### src/rtl/axi_id_remap_table_if.sv
// Request/response bus between an upstream AXI port and the ID remap table.
// Signal names carry the table's point of view (_i into the table, _o out of it).
//   slave  : the remap table
//   master : the upstream/downstream side driving requests and responses
interface axi_id_remap_table_if #(
    parameter int unsigned InIdWidth  = 4,
    parameter int unsigned OutIdWidth = 2
);
    logic                  req_valid_i;
    logic [InIdWidth-1:0]  req_id_i;
    logic                  req_ready_o;
    logic [OutIdWidth-1:0] req_remap_id_o;

    logic                  resp_valid_i;
    logic                  resp_ready_i;
    logic [OutIdWidth-1:0] resp_id_i;
    logic                  resp_last_i;
    logic [InIdWidth-1:0]  resp_orig_id_o;

    modport slave (
        input  req_valid_i, req_id_i, resp_valid_i, resp_ready_i, resp_id_i, resp_last_i,
        output req_ready_o, req_remap_id_o, resp_orig_id_o
    );

    modport master (
        output req_valid_i, req_id_i, resp_valid_i, resp_ready_i, resp_id_i, resp_last_i,
        input  req_ready_o, req_remap_id_o, resp_orig_id_o
    );
endinterface

### src/rtl/axi_id_remap_table.sv
// AXI ID remap table: compresses wide upstream IDs onto a small set of slots.
// A request whose ID is already in flight reuses that slot (keeps same-ID
// ordering); otherwise the lowest free slot is taken. Last response beats
// retire one transaction from the slot named by the response ID.
// Ports:
//   clk_i, rst_ni     clock, synchronous active-low reset
//   bus (slave)       request/response handshake, remapped and restored IDs
//   full_o / empty_o  all slots / no slot in use
//   in_flight_cnt_o   total outstanding transactions over all slots
//   err_o             one-cycle pulse after a retire aimed at an idle slot
module axi_id_remap_table #(
    parameter int unsigned InIdWidth    = 4,
    parameter int unsigned OutIdWidth   = 2,
    parameter int unsigned MaxTxnsPerId = 4,
    parameter int unsigned CntWidth     = 3
) (
    input  logic                           clk_i,
    input  logic                           rst_ni,
    axi_id_remap_table_if.slave            bus,
    output logic                           full_o,
    output logic                           empty_o,
    output logic [CntWidth+OutIdWidth-1:0] in_flight_cnt_o,
    output logic                           err_o
);
    localparam int unsigned NoSlots  = 2 ** OutIdWidth;
    localparam int unsigned SumWidth = CntWidth + OutIdWidth;

    typedef logic [OutIdWidth-1:0] slot_idx_t;

    logic [CntWidth-1:0]  cnt_q  [NoSlots];
    logic [CntWidth-1:0]  cnt_d  [NoSlots];
    logic [InIdWidth-1:0] orig_q [NoSlots];
    logic [InIdWidth-1:0] orig_d [NoSlots];
    logic                 err_q, err_d;

    logic [NoSlots-1:0] valid;
    logic               hit, free_found, ready;
    slot_idx_t          hit_idx, free_idx, sel_idx;
    logic               push, pop, pop_legal;

    always_comb begin
        for (int unsigned i = 0; i < NoSlots; i++) begin
            valid[i] = (cnt_q[i] != '0);
        end
    end

    // Lookup uses registered state only, so a slot freed this cycle cannot be
    // handed to a new ID until the following cycle.
    always_comb begin
        hit        = 1'b0;
        hit_idx    = '0;
        free_found = 1'b0;
        free_idx   = '0;
        for (int unsigned i = 0; i < NoSlots; i++) begin
            if (valid[i] && (orig_q[i] == bus.req_id_i)) begin
                hit     = 1'b1;
                hit_idx = slot_idx_t'(i);
            end
        end
        // Descending scan so the lowest free index wins.
        for (int i = int'(NoSlots) - 1; i >= 0; i--) begin
            if (!valid[i]) begin
                free_found = 1'b1;
                free_idx   = slot_idx_t'(i);
            end
        end
        sel_idx = hit ? hit_idx : free_idx;
        ready   = hit ? (cnt_q[hit_idx] != CntWidth'(MaxTxnsPerId)) : free_found;
    end

    assign bus.req_ready_o    = ready;
    assign bus.req_remap_id_o = sel_idx;
    assign bus.resp_orig_id_o = orig_q[bus.resp_id_i];

    assign push      = bus.req_valid_i & ready;
    assign pop       = bus.resp_valid_i & bus.resp_ready_i & bus.resp_last_i;
    assign pop_legal = pop & valid[bus.resp_id_i];

    always_comb begin
        err_d = pop & ~valid[bus.resp_id_i];
        for (int unsigned i = 0; i < NoSlots; i++) begin
            cnt_d[i]  = cnt_q[i];
            orig_d[i] = orig_q[i];
            // Push and pop on the same slot cancel out.
            if ((push && (sel_idx == slot_idx_t'(i))) &&
                !(pop_legal && (bus.resp_id_i == slot_idx_t'(i)))) begin
                cnt_d[i] = cnt_q[i] + CntWidth'(1);
            end else if (!(push && (sel_idx == slot_idx_t'(i))) &&
                         (pop_legal && (bus.resp_id_i == slot_idx_t'(i)))) begin
                cnt_d[i] = cnt_q[i] - CntWidth'(1);
            end
            if (push && (sel_idx == slot_idx_t'(i))) begin
                orig_d[i] = bus.req_id_i;
            end
        end
    end

    always_comb begin
        in_flight_cnt_o = '0;
        for (int unsigned i = 0; i < NoSlots; i++) begin
            in_flight_cnt_o = in_flight_cnt_o + SumWidth'(cnt_q[i]);
        end
    end

    assign full_o  = &valid;
    assign empty_o = ~|valid;
    assign err_o   = err_q;

    always_ff @(posedge clk_i) begin
        if (!rst_ni) begin
            for (int unsigned i = 0; i < NoSlots; i++) begin
                cnt_q[i]  <= '0;
                orig_q[i] <= '0;
            end
            err_q <= 1'b0;
        end else begin
            for (int unsigned i = 0; i < NoSlots; i++) begin
                cnt_q[i]  <= cnt_d[i];
                orig_q[i] <= orig_d[i];
            end
            err_q <= err_d;
        end
    end
endmodule

### src/flat_wrapper.sv
// flat-port wrapper written by rule: the top's interface ports become plain ports
module axi_id_remap_table_flat 
#(
    parameter int unsigned InIdWidth    = 4,
    parameter int unsigned OutIdWidth   = 2,
    parameter int unsigned MaxTxnsPerId = 4,
    parameter int unsigned CntWidth     = 3
)
  (clk_i, rst_ni, full_o, empty_o, in_flight_cnt_o, err_o, bus_req_valid_i, bus_req_id_i, bus_resp_valid_i, bus_resp_ready_i, bus_resp_id_i, bus_resp_last_i, bus_req_ready_o, bus_req_remap_id_o, bus_resp_orig_id_o);
  axi_id_remap_table_if #(.InIdWidth(InIdWidth), .OutIdWidth(OutIdWidth)) bus_i ();
  input  logic clk_i;
  input  logic rst_ni;
  output logic full_o;
  output logic empty_o;
  output logic [CntWidth+OutIdWidth-1:0] in_flight_cnt_o;
  output logic err_o;
  input wire logic [$bits(bus_i.req_valid_i)-1:0] bus_req_valid_i;
  input wire logic [$bits(bus_i.req_id_i)-1:0] bus_req_id_i;
  input wire logic [$bits(bus_i.resp_valid_i)-1:0] bus_resp_valid_i;
  input wire logic [$bits(bus_i.resp_ready_i)-1:0] bus_resp_ready_i;
  input wire logic [$bits(bus_i.resp_id_i)-1:0] bus_resp_id_i;
  input wire logic [$bits(bus_i.resp_last_i)-1:0] bus_resp_last_i;
  output wire logic [$bits(bus_i.req_ready_o)-1:0] bus_req_ready_o;
  output wire logic [$bits(bus_i.req_remap_id_o)-1:0] bus_req_remap_id_o;
  output wire logic [$bits(bus_i.resp_orig_id_o)-1:0] bus_resp_orig_id_o;
  assign bus_i.req_valid_i = bus_req_valid_i;
  assign bus_i.req_id_i = bus_req_id_i;
  assign bus_i.resp_valid_i = bus_resp_valid_i;
  assign bus_i.resp_ready_i = bus_resp_ready_i;
  assign bus_i.resp_id_i = bus_resp_id_i;
  assign bus_i.resp_last_i = bus_resp_last_i;
  assign bus_req_ready_o = bus_i.req_ready_o;
  assign bus_req_remap_id_o = bus_i.req_remap_id_o;
  assign bus_resp_orig_id_o = bus_i.resp_orig_id_o;
  axi_id_remap_table #(.InIdWidth(InIdWidth), .OutIdWidth(OutIdWidth), .MaxTxnsPerId(MaxTxnsPerId), .CntWidth(CntWidth)) u_core (.clk_i(clk_i), .rst_ni(rst_ni), .bus(bus_i), .full_o(full_o), .empty_o(empty_o), .in_flight_cnt_o(in_flight_cnt_o), .err_o(err_o));
endmodule
### config.mk
export PLATFORM = sky130hd
export DESIGN_NAME = axi_id_remap_table_flat
export DESIGN_NICKNAME = d
export VERILOG_FILES = /design/src/rtl/axi_id_remap_table_if.sv /design/src/rtl/axi_id_remap_table.sv /design/src/flat_wrapper.sv
export SDC_FILE = /design/constraint.sdc
export NUM_CORES = 1
export LEC_CHECK = 0
export CORE_UTILIZATION = 30
export DETAILED_ROUTE_END_ITERATION = 10
export GPL_TIMING_DRIVEN = 0
export PLACE_DENSITY_LB_ADDON = 0.05
export SLEW_MARGIN = 20
export SYNTH_ARGS = -nofsm -noshare
export SYNTH_HDL_FRONTEND = slang
export SYNTH_SLANG_ARGS = --single-unit
### constraint.sdc
create_clock -name clk_i -period 4.95 [get_ports clk_i]
set_input_delay 1.2375 -clock clk_i [delete_from_list [all_inputs] [get_ports clk_i]]
set_output_delay 1.2375 -clock clk_i [all_outputs]
set_load 0.005 [all_outputs]
Yosys cells after proc, flatten, opt, wreduce, memory -nomap -nowiden
Memories as Yosys holds them, arrays and structs flattened.
Cells that the tools add are included.
Storage, ports and cells
  memories: 2
  word-level logic and storage cells: 118
  output and inout port bits: 15
  register bits: 1
  bits in writable memories: 28
  input bits: 12
Memories
  u_core.orig_q: words 4, bits a word 4, read ports 5, clocked after memory_dff 0, wr ports 4, RTL line axi_id_remap_table.sv:32  | logic [InIdWidth-1:0] orig_q [NoSlots];
  u_core.cnt_q: words 4, bits a word 3, read ports 5, clocked after memory_dff 0, wr ports 4, RTL line axi_id_remap_table.sv:30  | logic [CntWidth-1:0] cnt_q [NoSlots];
Operators by class
  magnitude comparators: 1
  add/sub/neg operators: 11
  multiplexer cells: 41
  reduce and logical (&&, ||, !) cells: 37
  equal/unequal tests: 11
  bitwise logic cells: 14
Operators by type and width (number)
  3-bit 2-to-1 mux: 12
  4-bit 2-to-1 mux: 8
  1-bit logical AND: 20
  4-bit equality test: 4
  2-bit 2-to-1 mux: 7
  1-bit 2-to-1 mux: 13
  3-bit by 1-bit adder with 3-bit output, second input constant: 4
  3-bit nonzero test: 4
  3-bit by 1-bit subtractor with 3-bit output, second input constant: 4
  5-bit by 3-bit adder with 5-bit output: 2
  1-bit zero test: 9
  2-bit equality test, second input constant: 4
  1-bit bitwise OR: 8
  1-bit AND: 5
  3-bit by 3-bit adder with 4-bit output: 1
  2-bit by 1-bit equality test with 1-bit output, second input constant: 2
  2-bit zero test: 2
  4-bit AND reduction: 1
  4-bit OR reduction: 1
  2-bit by 3-bit < comparator with 1-bit output, second input constant: 1
  3-bit inequality test, second input constant: 1
  1-bit binary-select mux with 2-bit select: 1
  1-bit NOT: 1

Depth between registers and ports, before layout
An unclocked memory read counts as a cell.
  depth in word-level cells: 16
  depth in mapped cells: 13
  depth with buffers taken out: 11

Worst setup path before layout
No wires, ideal clock.
  path type: input to register
  from: in bus_req_id_i[3]
  to: mem u_core.cnt_q[0][2]
  stages on the path: 12
  required time: 4874 ps
  library setup time: 76 ps
  arrival: 3934 ps
  setup slack: 940 ps
  buffers on the path: 1
  path through: buf_6 xor2_1 nor4_2 a2111oi_1 a311o_2 nor3b_4 ha_1 inv_1 fa_1 xor2_1 or3_1 a21boi_0
RTL lines
  from (decl): RTL line flat_wrapper.sv:18  | input wire logic [$bits(bus_i.req_id_i)-1:0] bus_req_id_i;
  to (decl): RTL line axi_id_remap_table.sv:30

==> metrics.txt <==
placed cell area 2550 um^2; post-synth top area share 0.261; Power Density 498 nW/um^2; CTS tree yes; clock-pin slew on the worst setup and hold paths 0.07 ns; commonest non-fill, non-tap cell in the layout dfxtp_1; crit path capture type output pin; clk_skew 0.00627 ns; combinational share of power 0.554; io pins 27; final worst slack 0.471 ns; largest family of logic cells by synthesized area simple AND/OR/NAND/NOR gates; cts hold-fix bufs 0; MaxCap Viol Count 0; Setup TNS 0 ns; Mapped Nets 252; Starting DRT DRC Count 108; synthesized cell area 2230 um^2; area growth from synthesis to layout 19.1%; Compound-Gate Fraction of Synth Area 0.0859; flop and latch count out of synthesis 29; static leakage 0.00106 uW; H-tree depth 2; post-synth top area cell dfxtp_1; first-pass iteration count of the detailed router 7; Final Hold Vio Count 0; Routed Antenna Nets 0; placed insts 340; Avg Cell Area, Syn 10.1 um^2; TritonCTS Buffers 5; Clock Latency Late Sink 0.29 ns; crit-path cells ha_1, fa_1, inv_1, fa_1, inv_1, ha_1, inv_1, fa_1, xnor2_1, clkdlybuf4s50_1; max-slew violation count 0; startpoint types flip-flop; Max-slew headroom 0.560; worst-margin pin slew 0.661 ns; CP Class flip-flop to output pin; fraction of layout cells with a size suffix above 1 0.157; Highest Clock Rate 0.223 GHz; post-CTS setup repair buffer count 0; Net Sw Frac 0.396; Vias 1,682; overall power 1320 uW; post-route clock period utilization 0.905; post_cts resized 0; die width 88.2 um; CTS Root Buffer Type clkbuf_8; Data arrival, critical path 3.24 ns; number of global-route vias before repair 1,623; drt wl/cell 15.7 um; DIE AREA 7780 um^2; Pint 798 uW; non-filler cells, final 348; Largest stage delay, worst path 0.51 ns; design area 2650 um^2; largest net degree at the start of global routing 11; final WL 5.45 mm; die height 88.2 um; largest vdd supply drop 161 uV; cell row count 31; hpwl dp 4.16 mm; worst hold path type flip-flop to flip-flop; Synth area leaders dfxtp_1 26%, mux2i_1 9.0%, fa_1 8.1%; outcome finished, violations left; r2r setup slk 1.42 ns; sequential fraction of design power 0.276; dpl ws 0.488 ns; Seq/Total Area, Yosys 0.261; input/output buffers 20; Simple-Gate Fraction of Synth Area 0.202; Synth Warn # 0; WP data required 3.71 ns; CP max-delay cell clkdlybuf4s50_1; global-route wire length before repair 8.85 mm; initial antenna violation count 0; most frequent cells in the layout 29 x dfxtp_1, 23 x nand2_1, 20 x mux2i_1, 20 x clkdlybuf4s50_1, 15 x inv_1; final setup violation count 0; GRT Total Usage 0.155; Net Switching 524 uW; post-synthesis mux area share 0.140; Post-Syn Instances 221; Initial Utilization 0.309; XOR/XNOR Fraction of Synth Area 0.109; Sink Count 29; grt total ovfl 0; failing checks DRC; fin crit period 4.48 ns; RSZ-0062 raised after global routing no; drt drc 2; CTS max path bufs 2; post-synth cell types 49; nets 279; clock share of power 0.170; critical path fanouts, max 6; Vias/cell 4.83; antenna fix cells 0; Synth Area in Adders 0.137; Placer Congestion 0.781; core area 7210 um^2
-- cell families after synthesis --
logic type | after synthesis
AO/OA/AOI/OAI | 25
multiplexers | 25
flip-flops | 29
adder cells (fa/ha/maj) | 19
buffers and inverters | 26
XOR/XNOR | 26
AND/OR/NAND/NOR | 71
-- cells in the mapped netlist (all sizes together) --
cell / instances
nand4: 3
nor2b: 4
mux4: 5
a21boi: 4
a21o: 4
nor3b: 2
a22oi: 1
ha: 10
nand4b: 1
or2: 2
dfxtp: 29
nand2b: 1
a2111oi: 2
or4b: 1
dlygate4sd3: 1
and4: 2
and2: 4
nand2: 23
a311o: 1
and3b: 1
a21oi: 2
xnor2: 14
inv: 15
nor4: 3
xor2: 12
a222oi: 1
nor2: 3
a22o: 2
buf: 7
o22ai: 2
or3: 10
mux2i: 20
and3: 3
nor3: 7
o21ai: 5
clkbuf: 3
fa: 9
a32o: 1
nand3: 1
-- worst paths after layout --
path / end / cells past startpoint / from
setup / recovery: in_flight_cnt_o[3] / 10 / u_core.cnt_q[0][0]
hold / removal: u_core.orig_q[1][2] / 2 / u_core.orig_q[1][2]
setup reg to reg: u_core.cnt_q[3][2] / 11 / u_core.cnt_q[3][0]
hold reg to reg: u_core.orig_q[1][2] / 2 / u_core.orig_q[1][2]
-- critical path: cells and delay by family, from the launching register on --
kind | cells | cell delay, ns
buffers and inverters | 4 | 0.71
DFF | 1 | 0.50
xor gates and xnor gates | 1 | 0.14
adders and majority gates | 5 | 1.59
-- sequential cells by signal (all words and copies together) (netlist names) --
register	cells
u_core.orig_q	16
u_core.cnt_q	12
u_core.err_o	1
-- per-layer routing --
layer  share of wire  wire length, um  track usage
met1            0.53             2860        0.238
met2            0.42             2290        0.217
met3           0.045              244       0.0283
met4          0.0094               51       0.0440
met5               0                0            0
-- power groups by stage --
stage / combinational (uW) / sequential (uW) / clock [uW]
global placement: 740 / 371 / 0
finish: 733 / 364 / 225
global route: 822 / 377 / 239
CTS: 744 / 365 / 231
detailed placement: 738 / 370 / 0
floorplan: 507 / 348 / 0
-- metrics by stage --
stage	utilization	hold WS [ns]
floorplan	-	0.456
global placement	0.354	0.473
detailed placement	0.354	0.479
CTS	0.368	0.492
global route	0.368	0.509
finish	0.368	0.492
-- layout make-up --
| type | instances | area [um^2] |
|---|---|---|
| Timing Repair Buffer | 20 | 200 |
| Tap cell | 99 | 124 |
| Buffer | 11 | 90.1 |
| Clock buffer | 7 | 96.3 |
| Inverter | 15 | 56.3 |
| Multi-Input combinational cell | 166 | 1500 |
| Fill cell | 750 | 4560 |
| Clock inverter | 1 | 5.00 |
| Sequential cell | 29 | 581 |
(Power assumes the default switching activity.)
